## config.mk

```make
export PLATFORM = sky130hd
export DESIGN_NAME = pack_iq
export DESIGN_NICKNAME = d
export VERILOG_FILES = /design/src/rtl/iq_pkg.sv /design/src/rtl/iq_fifo2.sv /design/src/rtl/pack_iq.sv
export SDC_FILE = /design/constraint.sdc
export NUM_CORES = 1
export LEC_CHECK = 0
export ABC_AREA = 1
export CORE_ASPECT_RATIO = 1.2
export CORE_MARGIN = 10
export CORE_UTILIZATION = 41
export DETAILED_ROUTE_END_ITERATION = 10
export PLACE_DENSITY_LB_ADDON = 0.1
export SYNTH_ARGS = -nofsm -noshare
export SYNTH_HDL_FRONTEND = slang
export SYNTH_HIERARCHICAL = 1
export SYNTH_SLANG_ARGS = --single-unit
```

## constraint.sdc

```tcl
create_clock -name clk -period 2.1 [get_ports clk]
set_input_delay 0.42 -clock clk [delete_from_list [all_inputs] [get_ports clk]]
set_output_delay 0.42 -clock clk [all_outputs]
set_load 0.01 [all_outputs]
```

## src/rtl/iq_pkg.sv

```systemverilog
// Shared IQ sample-format helpers used by both the transmit packer and the
// receive-side truncation block, so both directions agree on the scaling.
package iq_pkg;

  // Widest component the sign-extend helper can produce.
  localparam int SX_W = 64;

  function automatic int comp_width(input int o_width);
    return o_width / 2;
  endfunction

  function automatic bit widths_legal(input int i_w, input int o_w, input int sh);
    return (i_w > 0) && (sh >= 0) && ((o_w % 2) == 0) &&
           ((i_w + sh) <= (o_w / 2)) && ((o_w / 2) <= SX_W);
  endfunction

  // Sign-extend the low i_w bits of din, then shift left by sh (zero fill).
  function automatic logic [SX_W-1:0] sext_shift(input logic [SX_W-1:0] din,
                                                 input int i_w, input int sh);
    logic signed [SX_W-1:0] v;
    v = $signed(din << (SX_W - i_w));
    v = v >>> (SX_W - i_w);
    return v << sh;
  endfunction

endpackage

```

## src/rtl/iq_fifo2.sv

```systemverilog
// Two-entry FIFO with registered count; full/empty come from the count only,
// so ready derived from them has no combinational input dependence.
module iq_fifo2 #(
  parameter int W = 16
) (
  input  logic         clk,
  input  logic         rst_n,
  input  logic         i_push,
  input  logic [W-1:0] i_din,
  input  logic         i_pop,
  output logic [W-1:0] o_dout,
  output logic [1:0]   o_count,
  output logic         o_full,
  output logic         o_empty
);

  logic [W-1:0] r_mem [2];
  logic         r_wr_ptr;
  logic         r_rd_ptr;
  logic [1:0]   r_count;
  logic         w_push;
  logic         w_pop;

  assign o_full  = (r_count == 2'd2);
  assign o_empty = (r_count == 2'd0);
  assign o_count = r_count;
  assign o_dout  = r_mem[r_rd_ptr];

  // No pop-through: a push is refused when full even if a pop happens too.
  assign w_push = i_push && !o_full;
  assign w_pop  = i_pop && !o_empty;

  always_ff @(posedge clk or negedge rst_n) begin
    if (!rst_n) begin
      r_mem[0] <= '0;
      r_mem[1] <= '0;
      r_wr_ptr <= 1'b0;
      r_rd_ptr <= 1'b0;
      r_count  <= 2'd0;
    end else begin
      if (w_push) begin
        r_mem[r_wr_ptr] <= i_din;
        r_wr_ptr        <= ~r_wr_ptr;
      end
      if (w_pop) r_rd_ptr <= ~r_rd_ptr;
      case ({w_push, w_pop})
        2'b10:   r_count <= r_count + 2'd1;
        2'b01:   r_count <= r_count - 2'd1;
        default: r_count <= r_count;
      endcase
    end
  end

endmodule

```

## src/rtl/pack_iq.sv

```systemverilog
// Pairs independent I and Q AXI-Stream components in arrival order and emits
// one packed, sign-extended and rescaled IQ word {I_ext, Q_ext}.
module pack_iq
  import iq_pkg::*;
#(
  parameter int I_WIDTH        = 16,
  parameter int O_WIDTH        = 48,
  parameter int LSB_SHIFT_BITS = 4
) (
  input  logic               clk,
  input  logic               rst_n,
  input  logic [I_WIDTH-1:0] I_tdata,
  input  logic               I_tvalid,
  output logic               I_tready,
  input  logic [I_WIDTH-1:0] Q_tdata,
  input  logic               Q_tvalid,
  output logic               Q_tready,
  output logic [O_WIDTH-1:0] IQ_tdata,
  output logic               IQ_tvalid,
  input  logic               IQ_tready,
  output logic               skew_err
);

  localparam int CW = comp_width(O_WIDTH);

  if (!widths_legal(I_WIDTH, O_WIDTH, LSB_SHIFT_BITS)) begin : g_bad_width
    $error("pack_iq: O_WIDTH must be even and I_WIDTH + LSB_SHIFT_BITS <= O_WIDTH/2");
  end

  // Handshake: a beat transfers on a rising edge where tvalid && tready; a
  // source holds tdata stable while tvalid && !tready, and tvalid never waits
  // on tready.
  logic [I_WIDTH-1:0] w_i_head, w_q_head;
  logic [1:0]         w_i_count, w_q_count;
  logic               w_i_full, w_q_full, w_i_empty, w_q_empty;
  logic               w_pair;
  logic [CW-1:0]      w_i_ext, w_q_ext;
  logic [O_WIDTH-1:0] r_iq_data;
  logic               r_iq_valid;
  logic               r_skew;

  assign I_tready = !w_i_full;
  assign Q_tready = !w_q_full;

  iq_fifo2 #(.W(I_WIDTH)) u_i_fifo (
    .clk     (clk),
    .rst_n   (rst_n),
    .i_push  (I_tvalid && I_tready),
    .i_din   (I_tdata),
    .i_pop   (w_pair),
    .o_dout  (w_i_head),
    .o_count (w_i_count),
    .o_full  (w_i_full),
    .o_empty (w_i_empty)
  );

  iq_fifo2 #(.W(I_WIDTH)) u_q_fifo (
    .clk     (clk),
    .rst_n   (rst_n),
    .i_push  (Q_tvalid && Q_tready),
    .i_din   (Q_tdata),
    .i_pop   (w_pair),
    .o_dout  (w_q_head),
    .o_count (w_q_count),
    .o_full  (w_q_full),
    .o_empty (w_q_empty)
  );

  assign w_pair  = !w_i_empty && !w_q_empty && (!r_iq_valid || IQ_tready);
  assign w_i_ext = CW'(sext_shift(SX_W'(w_i_head), I_WIDTH, LSB_SHIFT_BITS));
  assign w_q_ext = CW'(sext_shift(SX_W'(w_q_head), I_WIDTH, LSB_SHIFT_BITS));

  always_ff @(posedge clk or negedge rst_n) begin
    if (!rst_n) begin
      r_iq_data  <= '0;
      r_iq_valid <= 1'b0;
    end else if (w_pair) begin
      r_iq_data  <= {w_i_ext, w_q_ext};
      r_iq_valid <= 1'b1;
    end else if (IQ_tready) begin
      r_iq_valid <= 1'b0;
    end
  end

  // Sticky: one channel has a full buffer while the other has nothing.
  always_ff @(posedge clk or negedge rst_n) begin
    if (!rst_n) begin
      r_skew <= 1'b0;
    end else if ((w_i_count == 2'd2 && w_q_count == 2'd0) ||
                 (w_q_count == 2'd2 && w_i_count == 2'd0)) begin
      r_skew <= 1'b1;
    end
  end

  assign IQ_tdata  = r_iq_data;
  assign IQ_tvalid = r_iq_valid;
  assign skew_err  = r_skew;

endmodule

```

# Word-level counts from Yosys, hierarchy flattened
# Index checks and enable logic that the tools add are counted.
[word_totals]
regBits = 110
inputBits = 37
word_cells = 77
[op_classes]
n_bitwise = 8
n_reduce_logical = 24
mux = 16
n_eq_ne = 6
magnitude_cmp = 6
n_addsub = 4
[ops]
columns = ["op", "n"]
rows = [
  ["$mux 16", 8],
  ["$bwmux 32", 2],
  ["$demux 16 s1", 2],
  ["$logic_and 1x1->1", 12],
  ["$eq 2x2->1 const B", 4],
  ["$ge 2x2->1 const B", 4],
  ["$not 1->2", 4],
  ["$pmux 2 s2", 2],
  ["$reduce_bool 2->1", 3],
  ["$logic_not 1->1", 5],
  ["$add 2x1->2 const B", 2],
  ["$eq 2x1->1 const B", 2],
  ["$logic_not 2->1", 2],
  ["$lt 2x1->1 const B", 2],
  ["$not 1->1", 4],
  ["$sub 2x1->2 const B", 2],
  ["$logic_or 1x1->1", 2],
  ["$mux 1", 2],
]

# Longest topological paths before layout
# Gate-level depths: netlist of run 1.
[logic_depth]
word_depth = 7
mapped_depth = 15
ltp_nobuf = 14

# Modules after synthesis
# The synthesis of run 1 kept the hierarchy.
[by_module_without_submodules]
columns = ["mod", "seq_area_each_um2", "area_each_um2", "cells_each", "instances"]
rows = [
  ["iq_fifo2", 900.9, 1786.7, 223, 2],
  ["pack_iq", 850.8, 1540.2, 176, 1],
]

# Least setup slack after synthesis of run 1
# Ideal clock, no wire load.
[synth_path]
path_type = "reg2reg"
from = "register u_q_fifo.r_count[1] (netlist: u_q_fifo/o_count[1])"
to = "register u_q_fifo.r_count[1] (netlist: u_q_fifo/o_count[1])"
t_required_ps = 1983
setup_ps = 117
path_slack_ps = 283
stages_incl_launch_ff = 15
period_less_slack_ps = 1817
t_arrival_ps = 1700
path_cell_list = "dfrtp_1 inv_1 nand2_1 inv_1 nor2_4 nand2_4 buf_6 inv_1 nand2_1 inv_1 ha_1 inv_1 nand3_1 nand2_1 nand2_1"
[synth_via]
elab_chain_len = 7
[synth_lines]
columns = ["item", "line_no", "rtl"]
rows = [
  ["from (decl)", "iq_fifo2.sv:20", "logic [1:0] r_count;"],
  ["from (signal assigned)", "iq_fifo2.sv:47", "2'b10: r_count <= r_count + 2'd1;"],
  ["from (signal assigned)", "iq_fifo2.sv:48", "2'b01: r_count <= r_count - 2'd1;"],
  ["from (signal assigned)", "iq_fifo2.sv:49", "default: r_count <= r_count;"],
  ["$logic_not 2->1 *", "iq_fifo2.sv:25", "assign o_empty = (r_count == 2'd0);"],
  ["via w_q_empty", "pack_iq.sv:35", "logic w_i_full, w_q_full, w_i_empty, w_q_empty;"],
  ["$logic_not 1->1 *", "pack_iq.sv:69", "assign w_pair = !w_i_empty && !w_q_empty && (!r_iq_valid || IQ_tready);"],
  ["$logic_and 1x1->1 * (2 in a row)", "pack_iq.sv:69", ""],
  ["via w_pair", "pack_iq.sv:36", "logic w_pair;"],
  ["$logic_and 1x1->1 *", "iq_fifo2.sv:31", "assign w_pop = i_pop && !o_empty;"],
  ["via u_q_fifo.w_pop", "iq_fifo2.sv:22", "logic w_pop;"],
  ["$eq 2x1->1 or $eq 2x2->1 (tied branches)", "iq_fifo2.sv:46", "case ({w_push, w_pop})"],
  ["$pmux 2 s2 or $reduce_bool 2->1 (tied branches)", "-", ""],
]
# The timed path passes the listed nets; every way through them passes the cells marked *.
# A chain may end at the register's enable or synchronous reset.

# Worst setup path in the final report of run 1
[layout_path]
from = "register u_i_fifo.r_count[1] (netlist: u_i_fifo/o_count[1])"
to = "output I_tready"
[layout_via]
elab_chain_len = 2
[layout_lines]
columns = ["item", "line_no", "rtl"]
rows = [
  ["from (decl)", "iq_fifo2.sv:20", ""],
  ["from (signal assigned)", "iq_fifo2.sv:47", ""],
  ["from (signal assigned)", "iq_fifo2.sv:48", ""],
  ["from (signal assigned)", "iq_fifo2.sv:49", ""],
  ["$eq 2x2->1", "iq_fifo2.sv:24", "assign o_full = (r_count == 2'd2);"],
  ["via w_i_full", "pack_iq.sv:35", ""],
  ["$logic_not 1->1", "pack_iq.sv:42", "assign I_tready = !w_i_full;"],
  ["to (decl)", "pack_iq.sv:14", "output logic I_tready,"],
]
# The timed path passes the listed nets, and every way through them passes these cells.

==> Flow_metrics.wiki, run 1 <==
{| class="wikitable"
! Metric !! Value
|-
| Post-synthesis sequential area ratio || 51.9%
|-
| Setup Crit Path Kind || reg2out
|-
| Worst setup SP type || flop
|-
| Ratio of routed vias to standard cells || 4.95
|-
| Critical path peak fanout || 15
|-
| M2 GR Usage || approximately 27%
|-
| Area of the placeable core || 12200 sq um
|-
| Final Hold Vio Count || 0
|-
| Placer's final routability congestion estimate || between 0.8 and 0.9
|-
| Post-Synthesis Cell Area || approximately 5000 sq um
|-
| Met1 capacity usage during global routing || 18.4%
|-
| Layout Area Growth over Synthesis || 21.6%
|-
| Buffers from clock root to sink, at most || 2
|-
| Switching part of the total || a little over two fifths
|-
| Die Area || ~17000 sq um
|-
| Remaining antenna violation count || 0
|-
| Post-route clock skew || 0.00601 ns
|-
| Number of violations of the max-capacitance limit || 0
|-
| Cell at the root of the clock tree || clkbuf_16
|-
| Number of I/O port buffers || 80
|-
| Overall overflow remaining after global route || 0
|-
| Count of antenna diodes in the layout || 0
|-
| Final worst-path cycle share || around 95%
|-
| Initial antenna violation count || 0
|-
| CTS tree || yes
|-
| Global routing usage summed across all routing layers || 15.5%
|-
| Most used cells in the layout excluding fill and tap cells || nand2_1 (314), dfrtp_1 (104), clkdlybuf4s50_1 (79), nand4_1 (66), nand3_1 (37)
|-
| Number of global-route vias before repair || 4192
|-
| Ports placed on the boundary || a little under 90
|-
| Effective utilization at floorplan || a little over two fifths
|-
| Floorplan die height || 142 um
|-
| Count of yosys warnings during synthesis || 6
|-
| Final total negative setup slack || 0 ns
|-
| Largest net degree at the start of global routing || 36
|-
| Synthesized area divided by synthesized cell count || 8.22 sq um
|-
| Wire length after detailed routing || between 10000 and 15000 um
|-
| Normalized max-slew margin || 62.6%
|-
| Critical path endpoint category || output pin
|-
| Static Leakage || around 0.0033 uW
|-
| Non-filler instance count after layout || 852
|-
| Count of hold-fix buffers inserted at cts || 0
|-
| R2R Path Start || u_i_fifo/o_count[1]
|-
| Register area || ~2700 sq um
|-
| Max VDD drop || roughly 0.64 mV
|-
| Max Clock Freq || 500 MHz
|-
| Most crowded layer after global routing || met2
|-
| Setup repair after global routing missed its margin || false
|-
| Number of DRC violations after detailed-routing iteration 0 || 295
|-
| Critical path data required time || 1.68 ns
|-
| Number of iterations in the first detailed-routing pass || 4
|-
| Share of the core filled with cells in the final layout || 51.1%
|-
| Number of vias after detailed routing || 4220
|-
| Clock sink total || 106
|-
| Most common cell after layout, fill and taps aside || nand2_1
|-
| Clock transition at the registers of the reported paths || 0.07 ns
|-
| Post-detailed-route DRC marker count || 0
|-
| Arr. time, crit path || 1.58 ns
|-
| Filler Cell Count || between 1000 and 1500
|-
| Fraction of post-synthesis cell area in the top cell type by area || between 50% and 60%
|-
| Clock period minus worst slack || roughly 2 ns
|-
| Met3 Use GR || around 2.7%
|-
| Final-report max-slew violation count || 0
|-
| Clock share of power || 15.9%
|-
| Cell variety after synth || 18
|-
| Class of the tightest hold or removal check || in2async
|-
| Worst r2r path cells || 14
|-
| First-pass GRT wire length || between 20000 and 25000 um
|-
| Number of setup violations in the final report || 0
|-
| Flip-flop and latch count after synthesis || 106
|-
| Number of H-tree branching levels || 3
|-
| R2r endpoint || u_q_fifo/o_count[1]
|-
| Die X || ~120 um
|-
| Final HPWL from detailed placement || approximately 9100 um
|-
| Power dissipated by switching net loads || around 4200 uW
|-
| Cell type with the largest total area after synthesis || dfrtp_1
|-
| Num CTS Buffers || 9
|-
| Setup slack of the worst register-to-register path || 0.26 ns
|-
| Gate power share || between 40% and 50%
|-
| Power density over the cells || 1580 nW/um^2
|-
| Internal Dissipation || ~5700 uW
|-
| WL per Instance || about 16 um
|-
| Result of the run || finished clean
|-
| Clock insertion delay at the later pin of the skew report || between 0.3 and 0.4 ns
|-
| Cells after Synth || a little over 600
|-
| Placed cell count || 833
|-
| Transition time at the pin with the least slew margin || 0.558 ns
|-
| Num rows || between 40 and 50
|-
| Multi-input gate area || around 2000 sq um
|-
| Sequential cell fraction of total power || roughly 36%
|-
| Fraction of layout cells with a size suffix above 1 || 7.81%
|-
| Final layout net count || a little over 700
|-
| Leading post-synthesis cells by cell area || dfrtp_1 (52%), nand2_1 (23%), nand4_1 (8.1%)
|}
-- what timing repair did --
item / CTS / global route
setup endpoints to repair: 2 / 1
pin swaps: 1 / 0
setup buffers: 2 / 2
gates resized for setup: 1 / 3
-- state kept, by name (all words and copies together) (netlist names) --
name / cells
IQ_tdata: 32
u_i_fifo/r_mem: 32
u_i_fifo/r_wr_ptr: 1
u_i_fifo/r_rd_ptr: 1
IQ_tvalid: 1
u_q_fifo/o_count: 2
u_q_fifo/r_mem: 32
u_i_fifo/o_count: 2
u_q_fifo/r_wr_ptr: 1
u_q_fifo/r_rd_ptr: 1
skew_err: 1
-- through the flow --
step / instance area, sq um / hold slack, ns / total power (uW) / setup slack, ns
after floorplan: 5140 / 0.124 / 6840 / 0.283
after global placement: 5900 / 0.415 / 8190 / 0.188
after detailed placement: 5900 / 0.414 / 8290 / 0.143
after CTS: 6200 / 0.0414 / 9920 / 0.0122
after global routing: 6220 / 0.0624 / 10700 / 0.0337
final: 6220 / 0.0327 / 9840 / 0.102
-- worst max-delay path by stage --
stage	startpoint	endpoint	slack, ns	cells after the start
after floorplan	u_q_fifo/o_count[1]	u_q_fifo/o_count[1]	0.28	14
after global placement	IQ_tready	u_i_fifo/o_count[1]	0.19	12
after detailed placement	IQ_tready	u_q_fifo/o_count[1]	0.14	12
after CTS	u_i_fifo/o_count[0]	I_tready	0.01	5
after global routing	u_i_fifo/o_count[1]	I_tready	0.03	4
final	u_i_fifo/o_count[1]	I_tready	0.10	4
-- power groups by stage --
stage | combinational, uW | clock [uW] | sequential [uW]
after floorplan | 3290 | 0 | 3550
after global placement | 4620 | 0 | 3570
after detailed placement | 4690 | 0 | 3600
after CTS | 4750 | 1610 | 3560
after global routing | 5340 | 1700 | 3660
final | 4730 | 1560 | 3550
-- per-layer routing --
layer,up-vias,share of wire (%)
li1,2113,-
met1,1990,42
met2,103,52
met3,14,4.2
met4,0,1.7
met5,-,0
-- Yosys cell counts --
| cell type | number |
|---|---|
| nand4_1 | 66 |
| xnor2_1 | 2 |
| nand2_2 | 1 |
| ha_1 | 2 |
| nand2_4 | 3 |
| inv_1 | 21 |
| buf_6 | 9 |
| buf_4 | 29 |
| clkinv_1 | 2 |
| nand2_1 | 314 |
| dfrtp_1 | 106 |
| nor2_4 | 1 |
| conb_1 | 1 |
| nand3_4 | 4 |
| nor2_1 | 3 |
| nand3_1 | 37 |
| inv_2 | 4 |
| buf_2 | 17 |
-- worst max-delay path: stages (launching register included) --
cell and delay [ns]:
dfrtp_2 0.44, nand2_8 0.14, inv_1 0.08, inv_1 0.05, clkdlybuf4s50_1 0.53
-- cell families (layout without fill, tap and decap cells) --
kind of cell	Yosys count	after routing	synth area share (%)
xor gates and xnor gates	2	2	0.343
other	1	8	0.0733
adders and majority gates	2	2	0.489
and+or+nand+nor	429	429	37.3
DFF	106	106	51.9
buffers and inverters	82	144	9.89
-- layout make-up --
cell class	count	area share, %
Clock buffer	11	3.90
Sequential cell	106	42.7
Timing Repair Buffer	102	15.9
Clock inverter	4	0.463
Inverter	27	1.67
Tap cell	161	3.24
Multi-Input combinational cell	441	32.1
Power figures use the tool's default switching activity.
==> run 2: changes to the inputs <==
--- a/config.mk
+++ b/config.mk
@@ -11,6 +11,7 @@
 export CORE_UTILIZATION = 41
 export DETAILED_ROUTE_END_ITERATION = 10
 export PLACE_DENSITY_LB_ADDON = 0.1
+export SLEW_MARGIN = 20
 export SYNTH_ARGS = -nofsm -noshare
 export SYNTH_HDL_FRONTEND = slang
 export SYNTH_HIERARCHICAL = 1
==> constraint.sdc (replaced) <==
create_clock -name clk -period 2.4 [get_ports clk]
set_input_delay 0.48 -clock clk [delete_from_list [all_inputs] [get_ports clk]]
set_output_delay 0.48 -clock clk [all_outputs]
set_load 0.01 [all_outputs]
==> run 2 against run 1 <==
Against the previous run: die area unchanged; global-route usage increased by 0.48 points; routed wire length increased by 1.9%; power decreased by 10%; hold slack improved by 0.44 ns; sequential share of layout area decreased by 0.11 points; final cell count decreased by 0.23%; largest power group unchanged.
==> Flow_metrics.wiki, run 2 (synthesized netlist as in run 1, its figures left out) <==
{| class="wikitable"
! Metric !! Value
|-
| Overall overflow remaining after global route || 0
|-
| Number of iterations in the first detailed-routing pass || 5
|-
| Number of I/O port buffers || 80
|-
| Number of global-route vias before repair || approximately 4400
|-
| Buffers from clock root to sink, at most || 2
|-
| Critical path startpoint || u_i_fifo/o_count[0]
|-
| Share of the core filled with cells in the final layout || 51.2%
|-
| Post-detailed-route DRC marker count || 0
|-
| Number of setup violations in the final report || 0
|-
| Worst setup SP type || flop
|-
| Most used cells in the layout excluding fill and tap cells || nand2_1 (314), dfrtp_1 (106), clkdlybuf4s50_1 (79), nand4_1 (66), nand3_1 (37)
|-
| Clock period minus worst slack || 2.20 ns
|-
| Arr. time, crit path || around 1.7 ns
|-
| CTS tree || yes
|-
| Power density over the cells || around 1400 nW/um^2
|-
| Clock sink total || around 110
|-
| Critical path data required time || roughly 1.9 ns
|-
| Setup Crit Path Kind || reg2out
|-
| Number of violations of the max-capacitance limit || 0
|-
| Critical path, cell by cell || inv_2, nand2_4, inv_1, inv_1, clkdlybuf4s50_1
|-
| Cell depth of the worst setup path || 5
|-
| Num rows || 44
|-
| R2r endpoint || u_q_fifo/o_count[1]
|-
| Effective utilization at floorplan || between 40 and 50%
|-
| Clock insertion delay at the later pin of the skew report || 0.35 ns
|-
| Hold Path Stages || 2
|-
| Area of the placeable core || between 10000 and 15000 sq um
|-
| Global routing usage summed across all routing layers || between 15 and 20%
|-
| Die X || roughly 120 um
|-
| Most common cell type on the critical path || inv_1
|-
| Ports placed on the boundary || just under 90
|-
| Clock transition at the registers of the reported paths || 0.07 ns
|-
| Setup crit end || I_tready
|-
| Largest stage delay on the critical path || ~0.53 ns
|-
| Final Hold Vio Count || 0
|-
| Number of H-tree branching levels || 3
|-
| Count of antenna diodes in the layout || 0
|-
| Die Area || between 15000 and 20000 sq um
|-
| Critical path endpoint category || output pin
|-
| Kind of cell adding the most delay to the critical path || buffers and inverters
|-
| Number of DRC violations after detailed-routing iteration 0 || approximately 300
|-
| Final layout net count || 723
|-
| Final total negative setup slack || 0 ns
|-
| Filler Cell Count || between 1000 and 1500
|-
| Setup repair after global routing missed its margin || false
|-
| Class of the tightest hold or removal check || reg2reg
|-
| Final-report max-slew violation count || 0
|-
| Worst r2r path cells || 13
|-
| Max VDD drop || around 0.57 mV
|-
| Num CTS Buffers || 9
|-
| R2R Path Start || u_q_fifo/o_count[1]
|-
| WL per Instance || between 15 and 20 um
|-
| Max stage delay cell, worst path || clkdlybuf4s50_1
|-
| First-pass GRT wire length || around 22000 um
|-
| Placer's final routability congestion estimate || between 0.8 and 0.9
|-
| Setup slack of the worst register-to-register path || approximately 0.57 ns
|-
| Remaining antenna violation count || 0
|-
| Critical path peak fanout || 15
|-
| Post-route clock skew || between 0.008 and 0.009 ns
|-
| Wire length after detailed routing || around 14000 um
|-
| Final HPWL from detailed placement || between 9000 and 10000 um
|-
| Ratio of routed vias to standard cells || 4.99
|-
| Initial antenna violation count || 0
|-
| Result of the run || finished clean
|-
| Largest net degree at the start of global routing || between 60 and 70
|-
| Minimum hold slack || 0.472 ns
|-
| Cell at the root of the clock tree || clkbuf_16
|-
| Most common cell after layout, fill and taps aside || nand2_1
|-
| Critical path buffers and inverters || 4
|-
| Max Clock Freq || ~450 MHz
|-
| Layout Area Growth over Synthesis || 21.8%
|-
| Floorplan die height || 142 um
|-
| Post-CTS setup buffers || 0
|-
| Number of vias after detailed routing || ~4200
|-
| Fraction of layout cells with a size suffix above 1 || between 7 and 8%
|-
| Static Leakage || about 0.0033 uW
|-
| Final worst-path cycle share || 91.7%
|}
run 2: worst min-delay path, stage by stage, from the launching register on:
cell and delay, ns:
dfrtp_1 0.34, nand2_1 0.05, nand2_1 0.05
run 2: metrics by stage:
| stage | worst slack, ns | cells | instance area [sq um] | total power [uW] |
|---|---|---|---|---|
| 2_1_floorplan | 0.583 | 629 | 5140 | 5990 |
| 3_3_place_gp | 0.427 | 833 | 5890 | 7180 |
| 3_5_place_dp | 0.372 | 833 | 5890 | 7300 |
| 4_1_cts | 0.185 | 850 | 6230 | 8940 |
| 5_1_grt | 0.107 | 850 | 6230 | 9610 |
| 6_report | 0.199 | 850 | 6230 | 8830 |
run 2: worst min path at each step:
| stage | end | slack [ns] | start |
|---|---|---|---|
| global placement | u_i_fifo/r_mem[28] | 0.37 | rst_n |
| detailed placement | u_i_fifo/r_mem[28] | 0.37 | rst_n |
| floorplan | IQ_tdata[10] | 0.18 | rst_n |
| global route | IQ_tdata[42] | 0.48 | IQ_tdata[42] |
| CTS | IQ_tdata[8] | 0.48 | IQ_tdata[8] |
| finish | IQ_tdata[42] | 0.47 | IQ_tdata[42] |
run 2: layout make-up:
| class | instances | area (sq um) | area share, % |
|---|---|---|---|
| multi-input cells | 441 | 1990 | 31.9 |
| clock buffers | 10 | 239 | 3.84 |
| well taps | 161 | 201 | 3.24 |
| repair buffers | 99 | 956 | 15.4 |
| flip-flops and latches | 106 | 2650 | 42.6 |
| inverters | 27 | 101 | 1.63 |
| clock inverters | 6 | 88.8 | 1.43 |
run 2: repair_timing:
item / in CTS / in global routing
hold buffers: 1 / 0
gates resized for setup: 0 / 0
endpoints found under the hold margin: 15 / 0
run 2: where the power goes:
| group | switching [uW] | total (uW) | leakage [uW] | internal, uW |
|---|---|---|---|---|
| Sequential | 515 | 3120 | 0.00133 | 2610 |
| Clock | 672 | 1620 | 0.000155 | 945 |
| Combinational | 2520 | 4090 | 0.00179 | 1570 |
run 2: layer usage:
layer / GRT usage [%] / up-vias / part of all wire, %
met5: 0 / - / 0
met4: 5.78 / 0 / 1.7
met3: 2.46 / 12 / 3.1
met2: 28.2 / 84 / 53
met1: 19.0 / 2038 / 42
li1: - / 2105 / -
